[src/rtl/reg_file_pkg.sv]
// reg_file_pkg: shared types and constants for the parametrised register file.
//   rf_state_t  - bulk-clear sequencer state
//   *_DEF       - default parameter values
//   slice_lsb() - bit offset of port k in a packed multi-port bus
package reg_file_pkg;

  typedef enum logic {
    IDLE  = 1'b0,
    CLEAR = 1'b1
  } rf_state_t;

  localparam int DATA_W_DEF   = 8;
  localparam int ADDR_W_DEF   = 4;
  localparam int N_RD_DEF     = 2;
  localparam int ZERO_REG_DEF = 0;
  localparam int BYPASS_DEF   = 1;

  function automatic int slice_lsb(input int k, input int w);
    return k * w;
  endfunction

endpackage

[src/rtl/rf_clear_seq.sv]
// rf_clear_seq: bulk-clear sequencer. Walks idx 0..DEPTH-1, one entry per cycle.
// Ports:
//   clk, rst_n           - clock, async active-low reset
//   clr_req              - start a sweep (ignored while sweeping)
//   clr_busy, clr_done   - sweep in progress / last sweep cycle
//   wr_rdy               - write port available (low while sweeping)
//   swp_we, swp_addr     - sweep write-enable and entry being zeroed
// All outputs decode from state/idx only, so nothing is combinational from inputs.
module rf_clear_seq
  import reg_file_pkg::*;
#(
  parameter int ADDR_W = ADDR_W_DEF
) (
  input  logic              clk,
  input  logic              rst_n,
  input  logic              clr_req,
  output logic              clr_busy,
  output logic              clr_done,
  output logic              wr_rdy,
  output logic              swp_we,
  output logic [ADDR_W-1:0] swp_addr
);

  localparam logic [ADDR_W-1:0] LAST = {ADDR_W{1'b1}};

  rf_state_t         state, state_nxt;
  logic [ADDR_W-1:0] idx, idx_nxt;

  always_ff @(posedge clk or negedge rst_n) begin
    if (!rst_n) begin
      state <= IDLE;
      idx   <= '0;
    end else begin
      state <= state_nxt;
      idx   <= idx_nxt;
    end
  end

  always_comb begin
    state_nxt = state;
    idx_nxt   = idx;
    unique case (state)
      IDLE: begin
        if (clr_req) begin
          state_nxt = CLEAR;
          idx_nxt   = '0;
        end
      end
      CLEAR: begin
        // clr_req is deliberately not looked at here: a sweep never restarts
        if (idx == LAST) begin
          state_nxt = IDLE;
          idx_nxt   = '0;
        end else begin
          idx_nxt = idx + 1'b1;
        end
      end
      default: begin
        state_nxt = IDLE;
        idx_nxt   = '0;
      end
    endcase
  end

  assign clr_busy = (state == CLEAR);
  assign clr_done = clr_busy && (idx == LAST);
  assign wr_rdy   = !clr_busy;
  assign swp_we   = clr_busy;
  assign swp_addr = idx;

endmodule

[src/rtl/reg_file.sv]
// reg_file: parametrised GPR file, 1 write port, N_RD combinational read ports.
// Ports:
//   clk, rst_n                - clock, async active-low reset (zeroes all entries)
//   we, dst, data, wr_rdy     - write port; accepted when we && wr_rdy
//   src, rdata                - packed read addresses / data, port k at slot k
//   clr_req, clr_busy, clr_done - bulk clear control/status
// Options: ZERO_REG hardwires r0 to 0; BYPASS forwards accepted write data to
// matching read ports in the same cycle.
module reg_file
  import reg_file_pkg::*;
#(
  parameter int DATA_W   = DATA_W_DEF,
  parameter int ADDR_W   = ADDR_W_DEF,
  parameter int N_RD     = N_RD_DEF,
  parameter int ZERO_REG = ZERO_REG_DEF,
  parameter int BYPASS   = BYPASS_DEF
) (
  input  logic                     clk,
  input  logic                     rst_n,
  input  logic                     we,
  input  logic [ADDR_W-1:0]        dst,
  input  logic [DATA_W-1:0]        data,
  output logic                     wr_rdy,
  input  logic [N_RD*ADDR_W-1:0]   src,
  output logic [N_RD*DATA_W-1:0]   rdata,
  input  logic                     clr_req,
  output logic                     clr_busy,
  output logic                     clr_done
);

  localparam int DEPTH = 2 ** ADDR_W;

  logic [DEPTH-1:0][DATA_W-1:0] regs;
  logic                         swp_we;
  logic [ADDR_W-1:0]            swp_addr;
  logic                         wr_acc, wr_eff;

  rf_clear_seq #(.ADDR_W(ADDR_W)) u_clr (
    .clk      (clk),
    .rst_n    (rst_n),
    .clr_req  (clr_req),
    .clr_busy (clr_busy),
    .clr_done (clr_done),
    .wr_rdy   (wr_rdy),
    .swp_we   (swp_we),
    .swp_addr (swp_addr)
  );

  assign wr_acc = we && wr_rdy;
  // accepted writes to r0 are swallowed when r0 is hardwired
  assign wr_eff = wr_acc && !((ZERO_REG != 0) && (dst == '0));

  always_ff @(posedge clk or negedge rst_n) begin
    if (!rst_n) begin
      regs <= '0;
    end else if (swp_we) begin
      regs[swp_addr] <= '0;
    end else if (wr_eff) begin
      regs[dst] <= data;
    end
  end

  for (genvar k = 0; k < N_RD; k++) begin : g_rd
    logic [ADDR_W-1:0] a;
    logic [DATA_W-1:0] rd;

    assign a = src[slice_lsb(k, ADDR_W) +: ADDR_W];

    // priority: zero register > bypass > array
    always_comb begin
      rd = regs[a];
      if ((BYPASS != 0) && wr_acc && (dst == a)) rd = data;
      if ((ZERO_REG != 0) && (a == '0))          rd = '0;
    end

    assign rdata[slice_lsb(k, DATA_W) +: DATA_W] = rd;
  end

endmodule

[config.mk]
export PLATFORM = sky130hd
export DESIGN_NAME = reg_file
export DESIGN_NICKNAME = d
export VERILOG_FILES = /design/src/rtl/reg_file_pkg.sv /design/src/rtl/rf_clear_seq.sv /design/src/rtl/reg_file.sv
export SDC_FILE = /design/constraint.sdc
export NUM_CORES = 1
export LEC_CHECK = 0
export BUFFER_PORTS_ARGS = -buffer_cell sky130_fd_sc_hd__buf_4
export CORE_MARGIN = 5
export CORE_UTILIZATION = 25
export DETAILED_ROUTE_END_ITERATION = 7
export GPL_ROUTABILITY_DRIVEN = 1
export PLACE_DENSITY_LB_ADDON = 0.25
export SYNTH_ARGS = -nofsm -noshare
export SYNTH_HDL_FRONTEND = slang
export SYNTH_SLANG_ARGS = --single-unit
export TNS_END_PERCENT = 50
[constraint.sdc]
create_clock -name clk -period 5.3 [get_ports clk]
set_clock_uncertainty 0.05 [all_clocks]
set_input_delay 1.06 -clock clk [delete_from_list [all_inputs] [get_ports clk]]
set_output_delay 1.06 -clock clk [all_outputs]
set_load 0.02 [all_outputs]
# Word level (Yosys, flattened, before mapping)
# Index checks and enable logic that the tools add are counted.
# word_totals
reg_bits	133
latch_bits	0
mem_bits_rw	0
romBits	0
in_bits	24
out_inout_bits	19
wordCells	59
mem_count	0
# op_classes
n_addsub	1
multipliers	0
div	0
magnitude_cmp	6
eq_ne	4
shifts	0
mux	19
bitwise_logic	3
reduce_logical	8
# ops
operator	count
$mux 128	2
$and 128x128->128	1
$bwmux 128	1
$not 128->128	1
$bmux 8 s4	2
$demux 8 s4	2
$mux 8	6
$lt 4x5->1 const B	4
$eq 4x4->1	2
$ge 4x1->1 const B	2
$mux 4	2
$pmux 4 s2	1
$logic_and 1x1->1	6
$add 4x1->4 const B	1
$eq 4x4->1 const B	1
$mux 1	2
$ne 2x2->1 const B	1
$pmux 1 s2	1
$reduce_bool 2->1	1
$logic_not 1->1	1
$not 1->1	1

# Depth between registers and ports, before layout
# Gate-level depths: netlist (run 1).
# depth
depth_word	7
ltp_mapped	6
ltp_nobuf	5

# Cells and area by module
# Synthesis (run 1) repeated with hierarchy kept, for this count alone.
# hier_totals
cells_unflattened	517
area_unflattened_um2	7790.0
# by_module_without_submodules
module	n_inst	cells_each	area_per_inst_um2	seq_area_each_um2
reg_file	1	489	7508.5	3203.1
rf_clear_seq	1	28	281.5	125.1

# Worst setup path before layout (run 1)
# No wires, ideal clock.
# synth_timing
path_type	input -> output
from	in src[4]
to	out rdata[10]
t_arrival_ps	2485
t_required_ps	4190
setup_slack_ps	1705
path_stages	6
path_cell_list	buf_2 buf_4 mux4_2 mux2i_1 mux2i_1 mux2_2
# synth_via
elab_chain_len	3
word_cells_on_any_way	5
cone_classes	eq/ne: 1; mux: 3; reduce/logical: 1
# synth_lines
item	line_no	text
start, declared	reg_file.sv:24	input logic [N_RD*ADDR_W-1:0] src,
$bmux 8 s4 / $eq 4x4->1 (equally long branches)	reg_file.sv:71, reg_file.sv:72	
$mux 8 (implied by the code) / $logic_and 1x1->1 (equally long branches)	reg_file.sv:71, reg_file.sv:72	
$mux 8 *	reg_file.sv:72	if ((BYPASS != 0) && wr_acc && (dst == a)) rd = data;
end, declared	reg_file.sv:25	output logic [N_RD*DATA_W-1:0] rdata,
# Every way passes the cells marked *; elsewhere a longest branch is shown, timed or not. The select of a mux whose other input is x is not followed.

# Final worst setup path (run 1)
# Same ends and word-level chain as after synthesis.

==> impl_metrics.json, run 1 <==
{
  "cp_max_fo": 26,
  "yosysWarnings": 0,
  "avgViaCountPerCell": 5.554,
  "syn_nets": 542,
  "slowest_stage": "mux4_2",
  "slew_viol_final": 0,
  "routedWlPerCell_um": 25.57,
  "area_growth_pct": 17.15,
  "grt_pass1_vias": 5400,
  "hold_class": "flop to flop",
  "hold_viol": 0,
  "fmax_mhz": 235.0,
  "critPathArrivalTime_ns": 3.14,
  "relSlewSlack_pct": 33.42,
  "gp_congestion": 0.8287,
  "ys_seq_area_share_pct": 45.49,
  "drc": 0,
  "power_mw": 3.442,
  "drt_iter0_markers": 435,
  "syn_area_per_cell_sq_um": 14.24,
  "grt.overflow.total": 0,
  "synth_most_common_cell": "dfrtp_1",
  "dpl_worst_slack_ns": 1.048,
  "postCtsResizedCells": 0,
  "postCtsSetupRepairBufs": 0,
  "path_clk_slew_ns": 0.05,
  "yosysTopAreaCellShare_pct": 45.49,
  "cpLargestDelayFamily": "multiplexers",
  "required_ns": 4.19,
  "worstPathCellList": "buf_4 -> mux4_2 -> mux2i_1 -> mux2i_1 -> mux2_2 -> buf_4",
  "drt_first_pass_iters": 5,
  "holdBufCountCts": 0,
  "synthArstFlopShare_pct": 100.0,
  "die_w_um": 181.1,
  "cts_tree": "built",
  "grt_usage_pct": 14.40,
  "post-route-min-period_ns": 4.255,
  "p_sw_share_pct": 30.55,
  "p_sw_mw": 1.051,
  "reg2reg_slack_ns": 2.77,
  "grt_max_degree": 93,
  "cts_max_path_buffers": 2,
  "setup_tns_ns": 0,
  "syn_inst": 514,
  "synthTopCellsByArea": "dfrtp_1, mux4_2, a22o_1, mux2i_1, mux2_2",
  "power_frac_seq_pct": 38.5,
  "antenna_found_initial": 0,
  "ys_seq_elements": 133,
  "synth_cell_type_count": 37,
  "drive_above_1_share_pct": 31.14,
  "combPwrFrac_pct": 23.8,
  "cp-start-kind": "input port",
  "p_int_mw": 2.390,
  "maxCapViolations": 0,
  "die_h_um": 181.1,
  "synth_ff_type": "dfrtp_1",
  "total_leakage_power_nw": 3.770,
  "end_kind": "output port",
  "worstSetupPathType": "input port to output port",
  "placeableCoreArea_sq_um": 28780,
  "yosysTopAreaCell": "dfrtp_1",
  "ir_drop_v": 0.0001934,
  "cpPeakStageDelay_ns": 0.61,
  "cts_max_level": 4,
  "fin_ws_ns": 1.045,
  "powerDensity_nw_per_um2": 401.5,
  "ant_nets": 0,
  "drt-total-wl_um": 23780,
  "finalCritPeriodShare_pct": 80.28,
  "antenna_cells": 0,
  "root_buffer": "clkbuf_16",
  "dr_total_vias": 5165,
  "grt_pass1_wl_um": 36030,
  "clkPwrFrac_pct": 37.7,
  "cts_made_buffers": 17,
  "clock_sinks": 133,
  "setup_viol": 0,
  "port_buffers": 42,
  "nNetsFinal": 561,
  "dieArea_sq_um": 32790,
  "clock_latency_ns": 0.42,
  "synth.cells.most_frequent": "dfrtp_1, a22o_1, mux4_2, mux2i_1, clkbuf_1",
  "boundaryPins": 43,
  "syn_area_sq_um": 7317,
  "fillers": 2859,
  "initial_core_util_pct": 25.42,
  "hpwl_um": 15940,
  "rows": 62,
  "rsz0062_at_grt": "no",
  "whs_ns": 0.4684,
  "worstMarginPinSlew_ns": 0.9987,
  "synth-edff-count": 0,
  "status": "finished clean",
  "crit_buf_inv": 2
}
==> state kept, by name, indices dropped and copies added (netlist names) <==
register	count
u_clr.clr_busy	1
regs	128
u_clr.swp_addr	4
==> kinds of logic (layout without fill, tap and decap cells) <==
family                   Yosys count  count (layout)  synth area share (%)
AO/OA/AOI/OAI                    150             150                 17.13
flip-flops                       133             133                 45.49
multiplexers                     128             128                 28.73
buffers and inverters             50              82                 3.249
AND/OR/NAND/NOR                   40              40                 3.642
XOR/XNOR                           9               9                 1.077
adder cells (fa/ha/maj)            4               4                0.6840
==> layout make-up <==
cell class | count | area [sq um] | area share [%]
clock inverter | 13 | 205.2 | 2.394
multi-input combinational | 331 | 3751 | 43.76
clock buffer | 19 | 442.9 | 5.167
timing repair buffer | 46 | 349.1 | 4.072
inverter | 4 | 15.01 | 0.1752
sequential | 133 | 3328 | 38.83
tap | 384 | 480.5 | 5.605
==> cell usage in the layout, fill, tap and decap left out, types with 2 or more instances in the layout <==
cell / count
nor2_4: 3
nand3_1: 2
nor2_1: 9
o31ai_1: 2
buf_4: 45
xnor2_1: 2
nand4bb_1: 2
ha_1: 4
clkinv_2: 3
nand2_1: 3
clkinvlp_4: 3
inv_1: 4
a21oi_1: 13
and3_1: 2
xor2_1: 7
a22o_1: 128
mux2i_1: 48
nand2b_1: 2
bufinv_16: 5
clkbuf_16: 17
mux2_2: 16
o21ai_0: 2
a21oi_2: 3
dfrtp_1: 133
clkinv_4: 2
nor2_2: 3
nor3_2: 3
mux4_2: 64
nor3_1: 4
==> per-layer routing <==
| layer | GRT usage (%) | share of wire (%) |
|---|---|---|
| met1 | 19.11 | 42 |
| met2 | 23.32 | 49 |
| met3 | 3.358 | 6.2 |
| met4 | 4.773 | 3.2 |
| met5 | 0 | 0 |
==> metrics by stage <==
step / instance area, sq um / utilization, % / cells
2_1_floorplan: 7317 / - / 514
3_3_place_gp: 7924 / 27.53 / 898
3_5_place_dp: 7924 / 27.53 / 898
4_1_cts: 8572 / 29.78 / 930
5_1_grt: 8572 / 29.78 / 930
6_report: 8572 / 29.78 / 930
==> worst register-to-register path: stages (launching register included) <==
cell,delay (ns)
dfrtp_1,0.56
nand4b_1,0.39
nor2_1,0.74
nor2_1,0.40
a22o_1,0.29
==> power groups by stage <==
stage                     Sequential (mW)  Clock [mW]  Combinational, mW
final                                1.33        1.30              0.818
after global routing                 1.35        1.36              0.876
after CTS                            1.32        1.31              0.822
after detailed placement             1.33           0              0.816
after global placement               1.33           0              0.813
after floorplan                      1.28           0              0.564
==> path summary, 6_finish.rpt <==
path                                      from        end  depth (start not counted)
worst max-delay path                    src[4]  rdata[10]                          6
worst min-delay path                   regs[4]    regs[4]                          1
worst max register to register  u_clr.clr_busy  regs[125]                          4
worst min register to register         regs[4]    regs[4]                          1
max in group asynchronous                rst_n   regs[71]                          2
min in group asynchronous                rst_n   regs[46]                          1
(Power assumes the default switching activity.)
==> run 2, diff against run 1 <==
- clock period: 5.3 -> 3.5 ns (I/O delays scaled with it)
==> impl_metrics.json, run 2 (same netlist as run 1, synthesis figures left out) <==
{
  "total_leakage_power_nw": 3.844,
  "fmax_mhz": 306.5,
  "hold_viol": 0,
  "worstSetupPathType": "input port to output port",
  "powerDensity_nw_per_um2": 568.6,
  "root_buffer": "clkbuf_16",
  "dr_total_vias": 5217,
  "worstMarginPinSlew_ns": 1.056,
  "fillers": 2817,
  "drt_iter0_markers": 508,
  "die_h_um": 181.1,
  "regMostFlops": "regs",
  "grt_pass1_vias": 5263,
  "post-route-min-period_ns": 3.262,
  "p_int_mw": 3.368,
  "area_growth_pct": 18.67,
  "worstPathCellList": "buf_4 -> buf_12 -> mux4_2 -> mux2i_1 -> mux2i_1 -> mux2_2 -> buf_4",
  "nNetsFinal": 580,
  "dpl_worst_slack_ns": 0.2534,
  "placeableCoreArea_sq_um": 28780,
  "status": "finished clean",
  "cpPeakStageDelay_ns": 0.53,
  "rsz0062_at_grt": "no",
  "p_sw_mw": 1.570,
  "path_clk_slew_ns": 0.06,
  "final_cell_mix": "dfrtp_1, a22o_1, mux4_2",
  "drc": 0,
  "clock_latency_ns": 0.42,
  "clkPwrFrac_pct": 33.8,
  "power_mw": 4.938,
  "port_buffers": 42,
  "grt_pass1_wl_um": 35500,
  "boundaryPins": 43,
  "grt_usage_pct": 14.27,
  "grt.overflow.total": 0,
  "hold_class": "input port to async pin",
  "antenna_cells": 0,
  "stdcell_area_sq_um": 8683,
  "relSlewSlack_pct": 29.63,
  "finalCritPeriodShare_pct": 93.21,
  "slew_viol_final": 0,
  "slowest_stage": "mux4_2",
  "hpwl_um": 15920,
  "drt_first_pass_iters": 7,
  "rr_startpoint": "u_clr.clr_busy",
  "fin_ws_ns": 0.2377,
  "die_w_um": 181.1,
  "postCtsSetupRepairBufs": 0,
  "end_kind": "output port",
  "ant_nets": 0,
  "cpLargestDelayFamily": "multiplexers",
  "combPwrFrac_pct": 25.6,
  "critPathArrivalTime_ns": 2.51,
  "power_frac_seq_pct": 40.6,
  "setup_viol": 0,
  "antenna_found_initial": 0,
  "avgViaCountPerCell": 5.509,
  "cts_max_path_buffers": 2,
  "routedWlPerCell_um": 25.04,
  "drt-total-wl_um": 23710,
  "layout_commonest_cell": "dfrtp_1",
  "required_ns": 2.75,
  "cts_max_level": 4,
  "initial_core_util_pct": 25.42,
  "cp-start-kind": "input port",
  "postCtsResizedCells": 0,
  "holdBufCountCts": 0,
  "cts_made_buffers": 17,
  "crit_buf_inv": 3,
  "clock_sinks": 133,
  "startpoint": "src[4]",
  "place_area_sq_um": 8142,
  "cts_tree": "built",
  "cp_max_fo": 24,
  "gp_congestion": 0.7865,
  "maxCapViolations": 0,
  "rows": 62,
  "setup_tns_ns": 0,
  "drive_above_1_share_pct": 33.04,
  "largest_register_ffs": 128,
  "p_sw_share_pct": 31.80,
  "grt_max_degree": 66,
  "whs_ns": 0.2276,
  "ir_drop_v": 0.0002515,
  "dieArea_sq_um": 32790
}
[run 2: cell count changes in the layout (fill, tap and decap cells not counted)]
cell	delta
buf_4	+13
buf_12	+6
bufinv_16	-4
clkbuf_1	+1
clkbuf_8	+1
clkinv_2	+1
clkinv_4	-1
[run 2: final cells by class]
cell class	instances	area, sq um	share of cell area (%)
multi-input cells	331	3751	43.20
flip-flops and latches	133	3328	38.33
repair buffers	65	566.8	6.527
well taps	384	480.5	5.533
clock buffers	21	460.4	5.303
clock inverters	9	81.33	0.9366
inverters	4	15.01	0.1729
[run 2: power by group through the flow]
stage / registers (mW) / clock network, mW / logic, mW
finish: 2.00 / 1.67 / 1.26
global route: 2.04 / 1.76 / 1.35
CTS: 1.99 / 1.69 / 1.27
detailed placement: 2.01 / 0 / 1.26
global placement: 2.01 / 0 / 1.26
floorplan: 1.94 / 0 / 0.854
[run 2: final timing paths]
path	to	slack, ns	cells past startpoint
max	rdata[13]	0.24	7
min	regs[74]	0.23	1
max reg2reg	regs[11]	1.00	4
min reg2reg	regs[77]	0.47	1
max in group asynchronous	regs[127]	2.41	2
min in group clk	u_clr.swp_addr[1]	0.44	2
[run 2: through the flow]
step                std cells  util [%]
floorplan                 514         -
global placement          917     28.29
detailed placement        917     28.29
CTS                       947     30.17
global route              947     30.17
finish                    947     30.17
[run 2: layer usage]
layer / share of wire [%] / GRT usage, %
met1: 46 / 20.61
met2: 48 / 22.51
met3: 5.6 / 2.634
met4: 1.3 / 2.972
met5: 0 / 0
==> run 3, diff against run 2 <==
- CORE_UTILIZATION: 25 -> 55
==> impl_metrics.json, run 3 (same netlist as run 1, synthesis figures left out) <==
{
  "ant_nets": 0,
  "initial_core_util_pct": 55.70,
  "drive_above_1_share_pct": 33.63,
  "root_buffer": "clkbuf_16",
  "path_clk_slew_ns": 0.06,
  "required_ns": 2.75,
  "cts_tree": "built",
  "final_cell_mix": "dfrtp_1, a22o_1, mux4_2",
  "placeableCoreArea_sq_um": 13140,
  "fin_ws_ns": 0.1137,
  "setup_viol": 0,
  "relSlewSlack_pct": 41.35,
  "critPathArrivalTime_ns": 2.64,
  "avgViaCountPerCell": 7.279,
  "maxCapViolations": 0,
  "cpPeakStageDelay_ns": 0.56,
  "grt.overflow.total": 0,
  "hpwl_um": 14210,
  "hold_class": "input port to async pin",
  "die_w_um": 125.3,
  "p_int_mw": 3.382,
  "post-route-min-period_ns": 3.386,
  "grt_usage_pct": 28.41,
  "antenna_cells": 0,
  "boundaryPins": 43,
  "holdBufCountCts": 0,
  "largest_register_ffs": 128,
  "crit_buf_inv": 3,
  "fmax_mhz": 295.3,
  "p_sw_mw": 1.567,
  "dpl_worst_slack_ns": 0.1482,
  "setup_tns_ns": 0,
  "clock_sinks": 133,
  "routedWlPerCell_um": 28.87,
  "finalCritPeriodShare_pct": 96.75,
  "cp_max_fo": 22,
  "grt_pass1_vias": 5617,
  "drt-total-wl_um": 21390,
  "antenna_found_initial": 0,
  "grt_max_degree": 79,
  "gp_congestion": 0.9440,
  "rows": 42,
  "worstSetupPathType": "input port to output port",
  "area_growth_pct": 15.18,
  "ir_drop_v": 0.0005161,
  "whs_ns": 0.2556,
  "cts_max_path_buffers": 2,
  "regMostFlops": "regs",
  "rsz0062_at_grt": "no",
  "dp.cells": 709,
  "clock_latency_ns": 0.43,
  "worstPathCellList": "buf_4 -> buf_12 -> mux4_2 -> mux2i_1 -> mux2i_1 -> mux2_2 -> buf_4",
  "end_kind": "output port",
  "postCtsResizedCells": 0,
  "p_sw_share_pct": 31.65,
  "powerDensity_nw_per_um2": 587.2,
  "slowest_stage": "mux4_2",
  "total_leakage_power_nw": 3.835,
  "clkPwrFrac_pct": 34.4,
  "port_buffers": 42,
  "combPwrFrac_pct": 25.1,
  "cpLargestDelayFamily": "multiplexers",
  "drt_first_pass_iters": 5,
  "worstMarginPinSlew_ns": 0.8798,
  "final_cells": 741,
  "dr_total_vias": 5394,
  "slew_viol_final": 0,
  "hold_viol": 0,
  "cts_made_buffers": 17,
  "cp-start-kind": "input port",
  "drt_iter0_markers": 658,
  "cts_max_level": 4,
  "power_frac_seq_pct": 40.5,
  "die_h_um": 125.3,
  "layout_commonest_cell": "dfrtp_1",
  "grt_pass1_wl_um": 33490,
  "power_mw": 4.949,
  "postCtsSetupRepairBufs": 0,
  "status": "finished clean",
  "drc": 0,
  "nNetsFinal": 580,
  "dieArea_sq_um": 15710
}
==> run 3: cell type report <==
type,instances,area (sq um)
Sequential cell,133,3328
Inverter,4,15.01
Tap cell,176,220.2
Clock inverter,12,105.1
Multi-Input combinational cell,331,3751
Clock buffer,20,466.7
Timing Repair Buffer,65,541.8
Fill cell,985,4710
==> run 3: layer usage <==
metal  routed length [um]  global-route usage, %
met4                  998                  13.97
met5                    0                      0
met1                 8170                  37.65
met3                 2260                  9.296
met2                 9960                  42.55
==> run 3: final timing paths <==
path / slack [ns] / end / from / cells after the start
hold reg to reg: 0.46 / regs[101] / regs[101] / 1
setup / recovery: 0.11 / rdata[11] / src[4] / 7
min in group clk: 0.42 / u_clr.swp_addr[1] / clr_req / 2
setup reg to reg: 1.23 / regs[74] / u_clr.clr_busy / 4
hold / removal: 0.26 / regs[16] / rst_n / 1
max in group asynchronous: 2.37 / regs[110] / rst_n / 2
==> run 3: power by group through the flow <==
stage | Clock, mW | Sequential [mW] | Combinational, mW
6_report | 1.70 | 2.00 | 1.24
5_1_grt | 1.81 | 2.03 | 1.32
3_3_place_gp | 0 | 2.00 | 1.20
2_1_floorplan | 0 | 1.94 | 0.854
4_1_cts | 1.73 | 1.99 | 1.24
3_5_place_dp | 0 | 2.01 | 1.23
==> run 3: stage by stage <==
stage | cell area (sq um) | utilization [%]
after floorplan | 7317 | -
after global placement | 7856 | 59.80
after detailed placement | 7856 | 59.80
after CTS | 8428 | 64.15
after global routing | 8428 | 64.15
final | 8428 | 64.15
